<file path="config.mk">
export PLATFORM = sky130hd
export DESIGN_NAME = ps2_host_tx
export DESIGN_NICKNAME = d
export VERILOG_FILES = /design/src/rtl/ps2_pkg.sv /design/src/rtl/ps2_line_sync.sv /design/src/rtl/ps2_host_tx.sv
export SDC_FILE = /design/constraint.sdc
export NUM_CORES = 1
export LEC_CHECK = 0
export ABC_AREA = 1
export BUFFER_PORTS_ARGS = -buffer_cell sky130_fd_sc_hd__buf_2
export CORE_MARGIN = 5
export CORE_UTILIZATION = 31
export CTS_BUF_LIST = sky130_fd_sc_hd__clkbuf_16
export CTS_CLUSTER_DIAMETER = 150
export DETAILED_ROUTE_END_ITERATION = 10
export GPL_TIMING_DRIVEN = 0
export PLACE_DENSITY = 0.5
export SYNTH_ARGS = -nofsm -noshare
export SYNTH_HDL_FRONTEND = slang
export SYNTH_HIERARCHICAL = 1
export SYNTH_SLANG_ARGS = --single-unit
</file>
<file path="constraint.sdc">
create_clock -name CLOCK_50 -period 2.2 [get_ports CLOCK_50]
set_input_delay 0.22 -clock CLOCK_50 [delete_from_list [all_inputs] [get_ports CLOCK_50]]
set_output_delay 0.22 -clock CLOCK_50 [all_outputs]
set_load 0.02 [all_outputs]
</file>
<file path="src/rtl/ps2_pkg.sv">
// ---------------------------------------------------------------------------
// ps2_pkg
//
// Shared definitions for the PS/2 host-side blocks (transmit path now, and
// the keyboard receive path where it wants them).
//
// Contents:
//   ps2_tx_state_e   - host transmitter FSM states
//   PS2_CMD_*        - common host-to-keyboard command bytes
//   PS2_RESP_ACK     - byte the keyboard answers with after a command
//   PS2_LAST_EDGE    - index of the last data-carrying falling edge (stop bit)
//   oddParity()      - parity bit that makes the 9-bit {parity,data} word odd
//   maxOf3()         - helper used to size shared timeout counters
// ---------------------------------------------------------------------------
package ps2_pkg;

  // Transmitter FSM states.
  typedef enum logic [2:0] {
    IDLE,
    INHIBIT,
    REQ,
    SHIFT,
    WAIT_IDLE,
    ERROR
  } ps2_tx_state_e;

  // Frequently used keyboard commands and the keyboard acknowledge byte.
  localparam logic [7:0] PS2_CMD_SET_LEDS = 8'hED;
  localparam logic [7:0] PS2_CMD_RESET    = 8'hFF;
  localparam logic [7:0] PS2_CMD_ENABLE   = 8'hF4;
  localparam logic [7:0] PS2_RESP_ACK     = 8'hFA;

  // Falling edges 1..9 carry data bits and parity, edge 10 carries the stop
  // bit, and edge 11 is the one where the device shows its ACK/NACK.
  localparam logic [3:0] PS2_LAST_EDGE = 4'd10;

  // PS/2 frames use odd parity over the eight data bits.
  function automatic logic oddParity(input logic [7:0] data);
    return ~^data;
  endfunction

  // Largest of three integers; used when one counter serves several timeouts.
  function automatic int maxOf3(input int a, input int b, input int c);
    int m;
    m = a;
    if (b > m) m = b;
    if (c > m) m = c;
    return m;
  endfunction

endpackage

</file>
<file path="src/rtl/ps2_line_sync.sv">
// ---------------------------------------------------------------------------
// ps2_line_sync
//
// Brings the raw, asynchronous PS2_CLK and PS2_DAT line levels into the
// system clock domain through two flip-flops each, and flags the cycle in
// which a synchronized line goes from 1 to 0. Usable unchanged by both the
// host transmit path and the keyboard receive path.
//
// Ports:
//   clk_i       in   system clock
//   rst_ni      in   asynchronous active-low reset
//   ps2_clk_i   in   raw PS2_CLK level
//   ps2_dat_i   in   raw PS2_DAT level
//   clk_sync_o  out  synchronized PS2_CLK level
//   dat_sync_o  out  synchronized PS2_DAT level
//   clk_fall_o  out  1 for one cycle when synchronized PS2_CLK goes 1 -> 0
//   dat_fall_o  out  1 for one cycle when synchronized PS2_DAT goes 1 -> 0
// ---------------------------------------------------------------------------
module ps2_line_sync (
  input  logic clk_i,
  input  logic rst_ni,
  input  logic ps2_clk_i,
  input  logic ps2_dat_i,
  output logic clk_sync_o,
  output logic dat_sync_o,
  output logic clk_fall_o,
  output logic dat_fall_o
);

  logic [1:0] clkMeta_q;
  logic [1:0] datMeta_q;
  logic       clkPrev_q;
  logic       datPrev_q;

  // Two-stage synchronizers plus one extra stage holding the previous
  // synchronized value for edge detection. Everything resets to 1 because
  // an idle PS/2 bus floats high; resetting to 0 would produce a phantom
  // falling edge right after reset is released.
  always_ff @(posedge clk_i or negedge rst_ni) begin
    if (!rst_ni) begin
      clkMeta_q <= 2'b11;
      datMeta_q <= 2'b11;
      clkPrev_q <= 1'b1;
      datPrev_q <= 1'b1;
    end else begin
      clkMeta_q <= {clkMeta_q[0], ps2_clk_i};
      datMeta_q <= {datMeta_q[0], ps2_dat_i};
      clkPrev_q <= clkMeta_q[1];
      datPrev_q <= datMeta_q[1];
    end
  end

  // The second synchronizer stage is the usable line level; a fall is the
  // previous level high and the current level low.
  assign clk_sync_o = clkMeta_q[1];
  assign dat_sync_o = datMeta_q[1];
  assign clk_fall_o = clkPrev_q & ~clkMeta_q[1];
  assign dat_fall_o = datPrev_q & ~datMeta_q[1];

endmodule

</file>
<file path="src/rtl/ps2_host_tx.sv">
// ---------------------------------------------------------------------------
// ps2_host_tx
//
// Host-to-device PS/2 transmitter. Sends one command byte (for example
// 0xED set-LEDs, 0xFF reset, 0xF4 enable) to the keyboard by pulling the
// open-drain PS2_CLK/PS2_DAT lines low through output enables, then
// reports completion (tx_done) or failure (tx_error).
//
// Sequence: hold CLK low for INHIBIT_CYCLES, release CLK while pulling DAT
// low (request-to-send / start bit), then on each device-generated CLK
// falling edge present the next bit: data LSB first, odd parity, stop (1).
// On the 11th falling edge the device answers by pulling DAT low (ACK).
//
// Ports:
//   CLOCK_50    in   system clock
//   resetn      in   asynchronous active-low reset
//   tx_data     in   byte to send, captured when tx_start is accepted
//   tx_start    in   request pulse, honoured only while tx_ready=1
//   tx_ready    out  1 while idle
//   tx_done     out  one-cycle pulse: ACK received and bus back to idle
//   tx_error    out  one-cycle pulse: start/transfer timeout or NACK
//   rx_inhibit  out  1 while a transfer is in progress
//   ps2_clk_in  in   raw PS2_CLK level
//   ps2_dat_in  in   raw PS2_DAT level
//   ps2_clk_oe  out  1 = pull PS2_CLK low
//   ps2_dat_oe  out  1 = pull PS2_DAT low
// ---------------------------------------------------------------------------
module ps2_host_tx
  import ps2_pkg::*;
#(
  parameter int INHIBIT_CYCLES       = 5500,
  parameter int START_TIMEOUT_CYCLES = 750000,
  parameter int XFER_TIMEOUT_CYCLES  = 100000
) (
  input  logic       CLOCK_50,
  input  logic       resetn,
  input  logic [7:0] tx_data,
  input  logic       tx_start,
  output logic       tx_ready,
  output logic       tx_done,
  output logic       tx_error,
  output logic       rx_inhibit,
  input  logic       ps2_clk_in,
  input  logic       ps2_dat_in,
  output logic       ps2_clk_oe,
  output logic       ps2_dat_oe
);

  // One counter serves the inhibit period and both timeouts, so it is sized
  // for the largest of them.
  localparam int CNT_MAX = maxOf3(INHIBIT_CYCLES, START_TIMEOUT_CYCLES,
                                  XFER_TIMEOUT_CYCLES);
  localparam int CNT_W   = $clog2(CNT_MAX + 1);

  // The counter starts at 0 in the cycle after entering a state, so the
  // last cycle of an N-cycle window is reached when it shows N-1.
  localparam logic [CNT_W-1:0] CNT_ONE      = CNT_W'(1);
  localparam logic [CNT_W-1:0] INHIBIT_LAST = CNT_W'(INHIBIT_CYCLES - 1);
  localparam logic [CNT_W-1:0] START_LAST   = CNT_W'(START_TIMEOUT_CYCLES - 1);
  localparam logic [CNT_W-1:0] XFER_LAST    = CNT_W'(XFER_TIMEOUT_CYCLES - 1);

  ps2_tx_state_e    state_q;
  logic [8:0]       shift_q;
  logic [3:0]       edgeCnt_q;
  logic [CNT_W-1:0] cnt_q;
  logic             clkOe_q;
  logic             datOe_q;
  logic             txDone_q;
  logic             txError_q;

  logic clkSync;
  logic datSync;
  logic clkFall;
  logic datFallUnused;

  // Line synchronizers. The transmitter only needs the CLK falling edge; the
  // DAT edge output exists for the receive path and is left unused here.
  ps2_line_sync uLineSync (
    .clk_i      (CLOCK_50),
    .rst_ni     (resetn),
    .ps2_clk_i  (ps2_clk_in),
    .ps2_dat_i  (ps2_dat_in),
    .clk_sync_o (clkSync),
    .dat_sync_o (datSync),
    .clk_fall_o (clkFall),
    .dat_fall_o (datFallUnused)
  );

  // Transmit FSM. All line enables and status pulses are registered here.
  //
  // The shift register holds {parity, data}. Each device falling edge drives
  // bit 0 onto the line and shifts right with 1s coming in from the top, so
  // after data and parity have gone out the register presents a 1 and the
  // stop bit is produced simply by releasing DAT.
  //
  // edgeCnt_q counts device falling edges: 1 is set by the fall in REQ, 10
  // means the stop bit is on the line, and the fall after that is the
  // ACK/NACK sample.
  always_ff @(posedge CLOCK_50 or negedge resetn) begin
    if (!resetn) begin
      state_q   <= IDLE;
      shift_q   <= '0;
      edgeCnt_q <= '0;
      cnt_q     <= '0;
      clkOe_q   <= 1'b0;
      datOe_q   <= 1'b0;
      txDone_q  <= 1'b0;
      txError_q <= 1'b0;
    end else begin
      txDone_q  <= 1'b0;
      txError_q <= 1'b0;

      case (state_q)
        IDLE: begin
          clkOe_q   <= 1'b0;
          datOe_q   <= 1'b0;
          cnt_q     <= '0;
          edgeCnt_q <= '0;
          if (tx_start) begin
            shift_q <= {oddParity(tx_data), tx_data};
            clkOe_q <= 1'b1;
            state_q <= INHIBIT;
          end
        end

        // Hold CLK low, then swap to DAT low in a single cycle so the device
        // never sees both lines released between inhibit and request.
        INHIBIT: begin
          if (cnt_q >= INHIBIT_LAST) begin
            clkOe_q   <= 1'b0;
            datOe_q   <= 1'b1;
            cnt_q     <= '0;
            edgeCnt_q <= '0;
            state_q   <= REQ;
          end else begin
            cnt_q <= cnt_q + CNT_ONE;
          end
        end

        // Start bit is on the line; wait for the device to begin clocking.
        REQ: begin
          if (clkFall) begin
            datOe_q   <= ~shift_q[0];
            shift_q   <= {1'b1, shift_q[8:1]};
            edgeCnt_q <= 4'd1;
            cnt_q     <= '0;
            state_q   <= SHIFT;
          end else if (cnt_q >= START_LAST) begin
            clkOe_q   <= 1'b0;
            datOe_q   <= 1'b0;
            txError_q <= 1'b1;
            state_q   <= ERROR;
          end else begin
            cnt_q <= cnt_q + CNT_ONE;
          end
        end

        // Shift out data, parity and stop; the fall after the stop bit is
        // where the device's ACK (DAT low) or NACK (DAT high) is read.
        SHIFT: begin
          if (clkFall) begin
            if (edgeCnt_q >= PS2_LAST_EDGE) begin
              datOe_q <= 1'b0;
              cnt_q   <= '0;
              if (datSync) begin
                txError_q <= 1'b1;
                state_q   <= ERROR;
              end else begin
                state_q <= WAIT_IDLE;
              end
            end else begin
              datOe_q   <= ~shift_q[0];
              shift_q   <= {1'b1, shift_q[8:1]};
              edgeCnt_q <= edgeCnt_q + 4'd1;
            end
          end else if (cnt_q >= XFER_LAST) begin
            clkOe_q   <= 1'b0;
            datOe_q   <= 1'b0;
            txError_q <= 1'b1;
            state_q   <= ERROR;
          end else begin
            cnt_q <= cnt_q + CNT_ONE;
          end
        end

        // The device still holds DAT (and then CLK) low after the ACK; the
        // transfer is only reported done once both lines are seen high.
        WAIT_IDLE: begin
          clkOe_q <= 1'b0;
          datOe_q <= 1'b0;
          if (clkSync && datSync) begin
            txDone_q <= 1'b1;
            state_q  <= IDLE;
          end else if (cnt_q >= XFER_LAST) begin
            txError_q <= 1'b1;
            state_q   <= ERROR;
          end else begin
            cnt_q <= cnt_q + CNT_ONE;
          end
        end

        // tx_error was raised on entry; spend one cycle here, then idle.
        ERROR: begin
          clkOe_q <= 1'b0;
          datOe_q <= 1'b0;
          state_q <= IDLE;
        end

        default: begin
          clkOe_q <= 1'b0;
          datOe_q <= 1'b0;
          state_q <= IDLE;
        end
      endcase
    end
  end

  // Status and line enables come straight from registers.
  assign tx_ready   = (state_q == IDLE);
  assign rx_inhibit = (state_q != IDLE);
  assign tx_done    = txDone_q;
  assign tx_error   = txError_q;
  assign ps2_clk_oe = clkOe_q;
  assign ps2_dat_oe = datOe_q;

endmodule

</file>
After elaboration in Yosys (flattened, before gate mapping)
Cells that the tools add are included.
Widths: inputs -> output; s select.
- bits in registers: 45
- latch bits: 0
- bits in writable memories: 0
- ROM bits: 0
- input port bits: 13
- output and inout port bits: 6
- logic and storage cells: 101
- memories: 0
- $add $sub $neg: 2
- $mul: 0
- divide/modulo/power cells: 0
- magnitude comparators: 4
- equality and inequality tests: 18
- shift-type cells: 0
- mux-type cells: 50
- bitwise operators: 3
- reductions and logical operators: 13
- operator list (operator ; count):
    $mux 20 ; 7
    $pmux 20 s5 ; 1
    $mux 9 ; 4
    $pmux 9 s3 ; 1
    $mux 3 ; 8
    $add 20x1->20 const B ; 1
    $ge 20x13->1 const B ; 1
    $ge 20x17->1 const B ; 1
    $ge 20x20->1 const B ; 1
    $mux 1 ; 20
    $ne 2x2->1 const B ; 10
    $mux 4 ; 4
    $pmux 4 s4 ; 1
    $pmux 3 s5 ; 1
    $reduce_and 5->1 ; 3
    $ne 3x3->1 const B ; 4
    $reduce_and 4->1 ; 2
    $reduce_xnor 8->1 ; 1
    $eq 3x2->1 const B ; 2
    $pmux 1 s3 ; 2
    $reduce_bool 3->1 ; 2
    $reduce_bool 5->1 ; 1
    $add 4x1->4 const B ; 1
    $ge 4x4->1 const B ; 1
    other kinds (9) ; 10

Depth between registers and ports, before layout
Gate-level depths: netlist (run 1).
- depth in word-level cells: 4
- depth in mapped cells: 15
- gate-level depth less buffers: 14

Cells and area by module
The synthesis (run 1) kept the hierarchy.
- by module, submodules not included (module ; instances ; cells each ; area each (sq um) ; sequential area each (sq um)):
    ps2_host_tx ; 1 ; 471 ; 3258.1 ; 1001.0
    ps2_line_sync ; 1 ; 10 ; 177.7 ; 157.7

Worst setup path before layout (run 1)
OpenSTA, ideal clock, no wires.
- kind: flip-flop to flip-flop
- start: reg state_q[2]
- end: reg state_q[2]
- library setup time: 124 ps
- arrival time: 1697 ps
- data required time: 2076 ps
- setup slack: 379 ps
- stages on the path, launching flop included: 9
- path buffers: 0
- period minus slack after synthesis: 1821 ps
- cells stage by stage: dfrtp_1 nor2_1 inv_1 nor2_1 inv_1 or2_1 nand3_1 nor2_2 a21boi_1
- word-level cells in the longest chain between the ends: 3
- elaborated cells between the ends (all ways): 14
- those cells by class: eq/ne: 8; mux: 4; reduce/logical: 2
- ends and longest elaborated chain (element ; line ; text):
    start, declared ; ps2_host_tx.sv:62 ; ps2_tx_state_e state_q;
    start signal, assigned ; ps2_host_tx.sv:101 ; state_q <= IDLE;
    start signal, assigned ; ps2_host_tx.sv:122 ; state_q <= INHIBIT;
    start signal, assigned ; ps2_host_tx.sv:134 ; state_q <= REQ;
    $logic_not 3->1 (*) ; n/a ;
    via tx_ready ; ps2_host_tx.sv:39 ; output logic tx_ready,
    $ne 2x2->1 (no line) ; n/a ;
    $reduce_and 4->1 (no line) ; n/a ;
The timed path passes the listed nets; every way through them passes the cells marked *.
A chain may end at the register's enable or synchronous reset.

Worst setup path in the final report (run 1)
- start: reg uLineSync.clkPrev_q
- end: reg cnt_q[15]
- word-level cells in the longest chain between the ends: 3
- elaborated cells between the ends (all ways): 7
- those cells by class: eq/ne: 2; mux: 3; bitwise: 1; reduce/logical: 1
- ends and longest elaborated chain (element ; line ; text):
    start, declared ; ps2_line_sync.sv:32 ; logic clkPrev_q;
    start signal, assigned ; ps2_line_sync.sv:48 ; clkPrev_q <= clkMeta_q[1];
    $and 1x1->1 (*) ; ps2_line_sync.sv:57 ; assign clk_fall_o = clkPrev_q & ~clkMeta_q[1];
    via clkFall ; ps2_host_tx.sv:73 ; logic clkFall;
    $mux 20 (tied with other cells) ; ps2_host_tx.sv:161 ; if (clkFall) begin
    $pmux 20 s5 or $reduce_and 4->1 (tied branches) ; n/a ;
    end signal, assigned ; ps2_host_tx.sv:136 ; cnt_q <= cnt_q + CNT_ONE;
    end signal, assigned ; ps2_host_tx.sv:154 ; cnt_q <= cnt_q + CNT_ONE;
    end signal, assigned ; ps2_host_tx.sv:182 ; cnt_q <= cnt_q + CNT_ONE;
    end, declared ; ps2_host_tx.sv:65 ; logic [CNT_W-1:0] cnt_q;
Marked as above.

==> impl_metrics.env, run 1 <==
export IMPL_drive_gt1_share_pct=20.4
export IMPL_slew_violations=0
export IMPL_crit_start="uLineSync/clkPrev_q"
export IMPL_period_share_pct=89.6
export IMPL_viasPerCell=4.62
export IMPL_cts_hold_buf=0
export IMPL_endpoint="cnt_q[15]"
export IMPL_placed_area_um2=3660
export IMPL_clock_path_buffers=2
export IMPL_leakagePower_nw=1.86
export IMPL_setup_viol=0
export IMPL_gp_congestion=0.887
export IMPL_ff2ff_path_depth=14
export IMPL_grt_max_degree=46
export IMPL_clock_skew_final_ns=0.00594
export IMPL_max_freq_mhz=507
export IMPL_antenna_left=0
export IMPL_root_buffer="clkbuf_16"
export IMPL_rrSetupSlack_ns=0.23
export IMPL_die_area_um2=13200
export IMPL_grt_pass1_vias=2964
export IMPL_syn_area_per_cell_um2=7.11
export IMPL_dp_cells=636
export IMPL_dp_slack_ns=0.222
export IMPL_drt_iter0_drc=133
export IMPL_nets=519
export IMPL_ctsHtreeMaxLevel=2
export IMPL_cp_arrival_ns=2.15
export IMPL_dieHeight_um=115
export IMPL_critical_path_required_ns=2.38
export IMPL_dp_hpwl_mm=6.09
export IMPL_cts_setup_buffers=0
export IMPL_routedWlPerCell_um=12.8
export IMPL_drc=0
export IMPL_utilization_pct=35.5
export IMPL_syn2layout_area_growth_pct=12.6
export IMPL_hp_start="ps2_clk_in"
export IMPL_cp_start_kind="register"
export IMPL_r2r_end="cnt_q[15]"
export IMPL_io_pins=19
export IMPL_power_density_nw_per_um2=458
export IMPL_cts_tree="yes"
export IMPL_fin_cells=644
export IMPL_synth_warnings=6
export IMPL_rows=38
export IMPL_cts_sinks=45
export IMPL_drt_pass1_iterations=4
export IMPL_crit_type="register to register"
export IMPL_insertion_delay_ns=0.29
export IMPL_finalInstanceArea_um2=3830
export IMPL_syn_area_um2=3400
export IMPL_status="finished clean"
export IMPL_holdWs_ns=0.0251
export IMPL_tightestPinTransition_ns=1.03
export IMPL_syn_nets=494
export IMPL_path_max_fanout=10
export IMPL_maxCapViolCount=0
export IMPL_grt_ovfl_total=0
export IMPL_timing_final_crit_period_ns=1.97
export IMPL_clk_pin_slew_ns=0.07
export IMPL_die_x_um=115
export IMPL_core_um2=10800
export IMPL_netlist_instances=478
export IMPL_post_cts_resized=0
export IMPL_hold_class="primary input to register"
export IMPL_cts_buffers=5
export IMPL_irDropWorstVdd_uv=258
export IMPL_setup_tns_ns=0
export IMPL_hold_viol=0
export IMPL_p_total_mw=1.75
export IMPL_grt_pass1_wl_mm=14.6
export IMPL_worst_slack_ns=0.229
export IMPL_diodes=0
export IMPL_reg2reg_from="uLineSync/clkPrev_q"
export IMPL_critical_path_endpoint_type="register"
export IMPL_io_buffers=18
export IMPL_start_util_pct=31.5
export IMPL_slew_headroom_pct=31.1
export IMPL_rsz0062_at_grt="no"
export IMPL_routed_wl_mm=8.24
export IMPL_grt_use_total_pct=13.7
export IMPL_num_vias=2978
export IMPL_antenna_found_initial=0
==> how the worst min path moves through the flow <==
| stage | end | slack (ns) | cells after the start |
|---|---|---|---|
| 3_3_place_gp | uLineSync/clkMeta_q[0] | 0.33 | 1 |
| 5_1_grt | uLineSync/clkMeta_q[0] | 0.02 | 1 |
| 2_1_floorplan | cnt_q[0] | -0.08 | 0 |
| 4_1_cts | uLineSync/clkMeta_q[0] | 0.02 | 1 |
| 6_report | uLineSync/clkMeta_q[0] | 0.03 | 1 |
| 3_5_place_dp | uLineSync/clkMeta_q[0] | 0.33 | 1 |
==> report_power, final <==
| part | switching [mW] | internal [mW] |
|---|---|---|
| Clock | 0.329 | 0.530 |
| Sequential | 0.00203 | 0.836 |
| Combinational | 0.0360 | 0.0195 |
==> layout make-up <==
class | count | area, µm²
clock inverters | 3 | 38.8
clock buffers | 5 | 125
repair buffers | 18 | 90.1
inverters | 62 | 235
plain buffers | 17 | 140
well taps | 140 | 175
fillers | 1141 | 6960
multi-input cells | 354 | 1890
flip-flops and latches | 45 | 1130
==> critical path, cell delays in order (launching register included) <==
cell and delay [ns]:
dfstp_2 0.52, inv_1 0.04, nor2_2 0.19, inv_1 0.16
nand2_2 0.14, nor2_2 0.05, nor2_2 0.18, inv_2 0.08
nand2_4 0.10, inv_4 0.06, buf_6 0.14, nand2_1 0.05
nand2_1 0.05, nand2_1 0.05, nand2_1 0.04
==> registers in the layout, summed over array words and instances (netlist names) <==
| signal | flops |
|---|---|
| cnt_q | 20 |
| edgeCnt_q | 4 |
| ps2_clk_oe | 1 |
| ps2_dat_oe | 1 |
| shift_q | 9 |
| state_q | 3 |
| tx_done | 1 |
| tx_error | 1 |
| uLineSync/clkMeta_q | 2 |
| uLineSync/clkPrev_q | 1 |
| uLineSync/datMeta_q | 2 |
==> placed cells by master, fill, tap and decap left out, drive strengths merged, types with 9 or more instances in the layout <==
cell,instances
o21ai,29
nand3,38
nand4,11
nor3,10
nand2,164
nor2,52
dfrtp,40
a21oi,9
xor2,14
buf,32
inv,63
==> routing by layer <==
layer | routed length (µm) | GRT usage, % | up-vias
li1 | - | - | 1556
met5 | 0 | 0 | -
met4 | 82 | 3.21 | 0
met3 | 217 | 2.43 | 5
met1 | 4100 | 18.4 | 1377
met2 | 3840 | 22.9 | 40
Power figures use the tool's default switching activity.
==> run 2, diff against run 1 <==
- BUFFER_PORTS_ARGS: -buffer_cell sky130_fd_sc_hd__buf_2 -> unset
- DONT_BUFFER_PORTS: unset -> 1
- PLACE_DENSITY: 0.5 -> 0.54
- SYNTH_HIERARCHICAL: 1 -> unset
==> impl_metrics.env, run 2 <==
export IMPL_synth_warnings=0
export IMPL_synth_top_cell_area_share_pct=26.2
export IMPL_synth_most_common_cell="nand2_1"
export IMPL_reg_largest_list="cnt_q x20, shift_q x9, edgeCnt_q x4"
export IMPL_io_pins=19
export IMPL_diodes=0
export IMPL_cts_tree="yes"
export IMPL_io_buffers=0
export IMPL_antenna_found_initial=0
export IMPL_crit_start="cnt_q[18]"
export IMPL_ys_flop_type="dfrtp_1"
export IMPL_ff2ff_path_depth=9
export IMPL_clock_skew_final_ns=0.00902
export IMPL_maxCapViolCount=0
export IMPL_die_x_um=121
export IMPL_start_util_pct=31.6
export IMPL_cp_arrival_ns=2.28
export IMPL_routed_wl_mm=11.7
export IMPL_critical_path_required_ns=2.38
export IMPL_grt_max_degree=46
export IMPL_leakagePower_nw=2.09
export IMPL_synth_edf_count=0
export IMPL_syn_area_um2=3820
export IMPL_slowest_stage="dfrtp_1"
export IMPL_die_area_um2=14600
export IMPL_grt_pass1_vias=3650
export IMPL_cp_top_family="simple AND/OR/NAND/NOR gates"
export IMPL_clk_pin_slew_ns=0.07
export IMPL_p_total_mw=1.70
export IMPL_grt_pass1_wl_mm=19.1
export IMPL_viasPerCell=5.10
export IMPL_cp_cell_sequence="nor2_1 -> nand2_1 -> a21oi_1 -> nand3_4 -> buf_6 -> o21ai_1 -> nand2_1 -> nor2_1 -> nor2_1"
export IMPL_netlist_instances=587
export IMPL_power_density_nw_per_um2=398
export IMPL_setup_viol=0
export IMPL_syn2layout_area_growth_pct=12.0
export IMPL_dieHeight_um=121
export IMPL_period_share_pct=95.2
export IMPL_layout_commonest_cell="nand2_1"
export IMPL_rows=40
export IMPL_rsz0062_at_grt="no"
export IMPL_core_um2=12100
export IMPL_antenna_left=0
export IMPL_fin_cells=770
export IMPL_seq_area_um2=1130
export IMPL_dp_hpwl_mm=8.76
export IMPL_timing_final_crit_period_ns=2.10
export IMPL_irDropWorstVdd_uv=276
export IMPL_utilization_pct=35.4
export IMPL_final_cell_mix="nand2_1 (168), nand3_1 (81), nor2_1 (57)"
export IMPL_clock_path_buffers=2
export IMPL_status="finished clean"
export IMPL_syn_nets=603
export IMPL_fillCellCount=1327
export IMPL_multiInputGateArea_um2=2290
export IMPL_synth_area_top_cells="dfrtp_1 (26%), nand2_1 (17%), nand3_1 (11%), nor2_1 (5.6%), nand4_1 (4.9%)"
export IMPL_drt_iter0_drc=301
export IMPL_drc=0
export IMPL_largest_reg_flops=20
export IMPL_gp_congestion=0.969
export IMPL_hold_viol=0
export IMPL_syn_area_per_cell_um2=6.50
export IMPL_synth_cell_type_count=41
export IMPL_num_vias=3930
export IMPL_cp_start_kind="register"
export IMPL_routedWlPerCell_um=15.2
export IMPL_root_buffer="clkbuf_16"
export IMPL_grt_use_total_pct=16.5
export IMPL_endpoint="state_q[2]"
export IMPL_cts_buffers=5
export IMPL_dp_cells=755
export IMPL_path_max_fanout=10
export IMPL_r2r_end="state_q[2]"
export IMPL_critical_path_endpoint_type="register"
export IMPL_crit_type="register to register"
export IMPL_reg2reg_from="cnt_q[18]"
export IMPL_regMostFlops="cnt_q"
export IMPL_ys_seq_elements=45
export IMPL_worst_path_most_repeated_cell="nor2_1"
export IMPL_placed_area_um2=4030
export IMPL_nets=617
export IMPL_synth_largest_area_cell="dfrtp_1"
export IMPL_ys_seq_area_share_pct=29.7
export IMPL_drt_pass1_iterations=5
export IMPL_setup_tns_ns=0
export IMPL_drive_gt1_share_pct=15.9
export IMPL_slew_violations=0
export IMPL_crit_cells=9
export IMPL_synthArstFlopShare_pct=100
export IMPL_max_freq_mhz=477
export IMPL_worst_path_buf_inv=1
export IMPL_tightestPinTransition_ns=0.589
export IMPL_insertion_delay_ns=0.30
export IMPL_hold_class="primary input to register"
export IMPL_slew_headroom_pct=60.8
export IMPL_synthTopCellsByCount="nand2_1 (169), nand3_1 (81), nor2_1 (57), inv_1 (49), dfrtp_1 (40)"
export IMPL_cts_sinks=45
export IMPL_grt_ovfl_total=0
export IMPL_rrSetupSlack_ns=0.10
export IMPL_cpPeakStageDelay_ns=0.46
export IMPL_ctsHtreeMaxLevel=2
export IMPL_finalInstanceArea_um2=4270
[run 2: logic make-up after synthesis]
kind of cell,Yosys count,synth area share [%]
DFF,45,29.7
and+or+nand+nor,385,48.0
AOI/OAI and AO/OA,45,7.25
buffers and inverters,94,10.7
xor gates and xnor gates,15,3.44
adders and majority gates,3,0.984
[run 2: final cells by class]
cell class / instances / area share [%]
timing repair buffer: 7 / 1.87
sequential: 45 / 26.5
buffer: 25 / 3.48
clock inverter: 3 / 0.498
tap: 168 / 4.92
inverter: 69 / 6.12
multi-input combinational: 448 / 53.7
clock buffer: 5 / 2.93
[run 2: worst register-to-register path: cells and delay by family, from the launching register on]
family	cells	cell delay, ns
compound gates	2	0.45
flops	1	0.46
buf+inv	1	0.23
simple gates	6	0.87
[run 2: power breakdown]
group	total, mW	leakage (nW)	internal (mW)	switching, mW
logic	0.0725	1.43	0.0276	0.0449
registers	0.838	0.586	0.835	0.00304
clock network	0.791	0.0718	0.425	0.367
total	1.70	2.09	1.29	0.415
[run 2: worst min-delay path by stage]
stage                 end  startpoint  cells past startpoint
6_report       shift_q[0]  tx_data[0]                      2
2_1_floorplan    cnt_q[0]      resetn                      0
3_5_place_dp     cnt_q[4]      resetn                      0
5_1_grt        shift_q[7]  tx_data[7]                      2
4_1_cts        shift_q[0]  tx_data[0]                      2
3_3_place_gp     cnt_q[4]      resetn                      0
[run 2: metrics by stage]
stage               setup slack, ns  hold WS, ns
finish                        0.105       0.0688
global route                0.00832       0.0740
CTS                          0.0370       0.0657
detailed placement           0.0441      -0.0734
global placement             0.0465      -0.0738
floorplan                     0.322      -0.0756
[run 2: what timing repair did]
item                                    CTS  global route
endpoints found under the hold margin    47             0
endpoints found under the setup margin    0            32
buffers inserted                          0             3
resized for setup                         0             9
hold buffers                              4             0
[run 2: layer usage]
| layer | part of all wire [%] | track usage, % | up-vias |
|---|---|---|---|
| li1 | - | - | 1948 |
| met1 | 47 | 22.5 | 1827 |
| met2 | 45 | 25.8 | 130 |
| met3 | 6.4 | 3.59 | 25 |
| met4 | 2.3 | 5.38 | 0 |
| met5 | 0 | 0 | - |
==> run 3, diff against run 2 <==
- PLACE_DENSITY: 0.54 -> 0.55
- clock period: 2.2 -> 1.8 ns (I/O delays scaled with it)
==> impl_metrics.env, run 3 (synthesis results as in run 2) <==
export IMPL_antenna_left=0
export IMPL_grt_max_degree=46
export IMPL_endpoint="ps2_dat_oe"
export IMPL_seq_area_um2=1150
export IMPL_finalInstanceArea_um2=5650
export IMPL_tightestPinTransition_ns=0.610
export IMPL_clock_path_buffers=2
export IMPL_dp_hpwl_mm=8.67
export IMPL_clock_skew_final_ns=0.0133
export IMPL_cts_buffers=5
export IMPL_syn2layout_area_growth_pct=48.0
export IMPL_dieHeight_um=121
export IMPL_diodes=0
export IMPL_cts_sinks=45
export IMPL_status="complete, but fails checks"
export IMPL_root_buffer="clkbuf_16"
export IMPL_drc=0
export IMPL_hold_class="primary input to register"
export IMPL_slew_violations=0
export IMPL_ctsHtreeMaxLevel=2
export IMPL_routed_wl_mm=13.4
export IMPL_crit_cells=9
export IMPL_crit_start="cnt_q[15]"
export IMPL_rrSetupSlack_ns=-0.11
export IMPL_regMostFlops="cnt_q"
export IMPL_clk_pin_slew_ns=0.08
export IMPL_power_density_nw_per_um2=394
export IMPL_critical_path_endpoint_type="register"
export IMPL_drt_iter0_drc=291
export IMPL_start_util_pct=31.6
export IMPL_viasPerCell=5.16
export IMPL_gp_congestion=0.956
export IMPL_rsz0062_at_grt="yes"
export IMPL_setup_viol=30
export IMPL_leakagePower_nw=2.72
export IMPL_max_freq_mhz=523
export IMPL_setup_tns_ns=-1.33
export IMPL_antenna_found_initial=0
export IMPL_nets=695
export IMPL_cpPeakStageDelay_ns=0.48
export IMPL_ff2ff_path_depth=9
export IMPL_drt_pass1_iterations=5
export IMPL_grt_pass1_vias=3962
export IMPL_critical_path_required_ns=1.98
export IMPL_slowest_stage="dfrtp_2"
export IMPL_layout_commonest_cell="nand2_1"
export IMPL_period_share_pct=106
export IMPL_grt_use_total_pct=16.9
export IMPL_grt_ovfl_total=0
export IMPL_insertion_delay_ns=0.30
export IMPL_path_max_fanout=6
export IMPL_fin_cells=848
export IMPL_cts_tree="yes"
export IMPL_cp_start_kind="register"
export IMPL_cp_top_family="simple AND/OR/NAND/NOR gates"
export IMPL_violations="setup timing"
export IMPL_cp_arrival_ns=2.09
export IMPL_multiInputGateArea_um2=2800
export IMPL_num_vias=4372
export IMPL_worst_path_most_repeated_cell="nand4_1"
export IMPL_maxCapViolCount=0
export IMPL_r2r_end="ps2_dat_oe"
export IMPL_die_area_um2=14600
export IMPL_io_pins=19
export IMPL_fillCellCount=1177
export IMPL_timing_final_crit_period_ns=1.91
export IMPL_irDropWorstVdd_uv=322
export IMPL_core_um2=12100
export IMPL_worst_path_buf_inv=2
export IMPL_io_buffers=0
export IMPL_worst_slack_ns=-0.113
export IMPL_die_x_um=121
export IMPL_reg2reg_from="cnt_q[15]"
export IMPL_routedWlPerCell_um=15.9
export IMPL_reg_largest_list="cnt_q x20, shift_q x9, edgeCnt_q x4"
export IMPL_slew_headroom_pct=59.4
export IMPL_dp_slack_ns=-0.322
export IMPL_largest_reg_flops=20
export IMPL_placed_area_um2=4030
export IMPL_grt_pass1_wl_mm=19.9
export IMPL_final_cell_mix="nand2_1 (142), nand3_1 (65), buf_4 (63)"
export IMPL_rows=40
export IMPL_hold_viol=0
export IMPL_dp_cells=755
export IMPL_drive_gt1_share_pct=40.1
export IMPL_cp_cell_sequence="inv_4 -> nand4_1 -> nor2_4 -> nand4_1 -> buf_4 -> nand4_1 -> nand3b_1 -> nand2_1 -> o21ai_1"
export IMPL_crit_type="register to register"
[run 3: cell type report]
| cell class | instances | share of cell area (%) |
|---|---|---|
| repair buffers | 86 | 14.0 |
| clock inverters | 3 | 0.842 |
| multi-input cells | 448 | 49.5 |
| plain buffers | 24 | 3.90 |
| inverters | 69 | 5.45 |
| flip-flops and latches | 45 | 20.4 |
| clock buffers | 5 | 2.22 |
| well taps | 168 | 3.72 |
[run 3: worst min path at each step]
stage | from | endpoint | slack, ns | depth (start not counted)
final | tx_data[3] | shift_q[3] | 0.04 | 2
after global routing | tx_data[1] | shift_q[1] | 0.04 | 2
after CTS | tx_data[5] | shift_q[5] | 0.04 | 2
after detailed placement | resetn | cnt_q[4] | -0.11 | 0
after global placement | resetn | cnt_q[4] | -0.11 | 0
after floorplan | resetn | cnt_q[0] | -0.12 | 0
[run 3: where the power goes]
part           switching [mW]  leakage, nW  internal [mW]
Clock                   0.444       0.0848          0.666
Combinational          0.0557         2.07         0.0369
Sequential            0.00391        0.566           1.02
Total                   0.503         2.72           1.72
[run 3: layer usage]
layer | routed length, µm | track usage, % | part of all wire, %
met3 | 891 | 2.38 | 6.6
met5 | 0 | 0 | 0
met2 | 6560 | 28.7 | 49
met1 | 5580 | 21.7 | 41
met4 | 418 | 6.44 | 3.1
[run 3: repair_timing]
item,4_1_cts,5_1_grt
endpoints found under the setup margin,38,38
buffers inserted,44,34
pin swaps,31,65
resized for setup,84,129
gates cloned,1,3
hold buffers,4,0
endpoints found under the hold margin,47,0
[run 3: through the flow]
stage / hold WS (ns) / utilization, % / power, mW
6_report: 0.0353 / 46.8 / 2.23
5_1_grt: 0.0396 / 46.8 / 2.30
4_1_cts: 0.0350 / 40.2 / 2.26
3_5_place_dp: -0.114 / 33.4 / 1.10
3_3_place_gp: -0.113 / 33.4 / 1.10
2_1_floorplan: -0.116 / - / 1.09
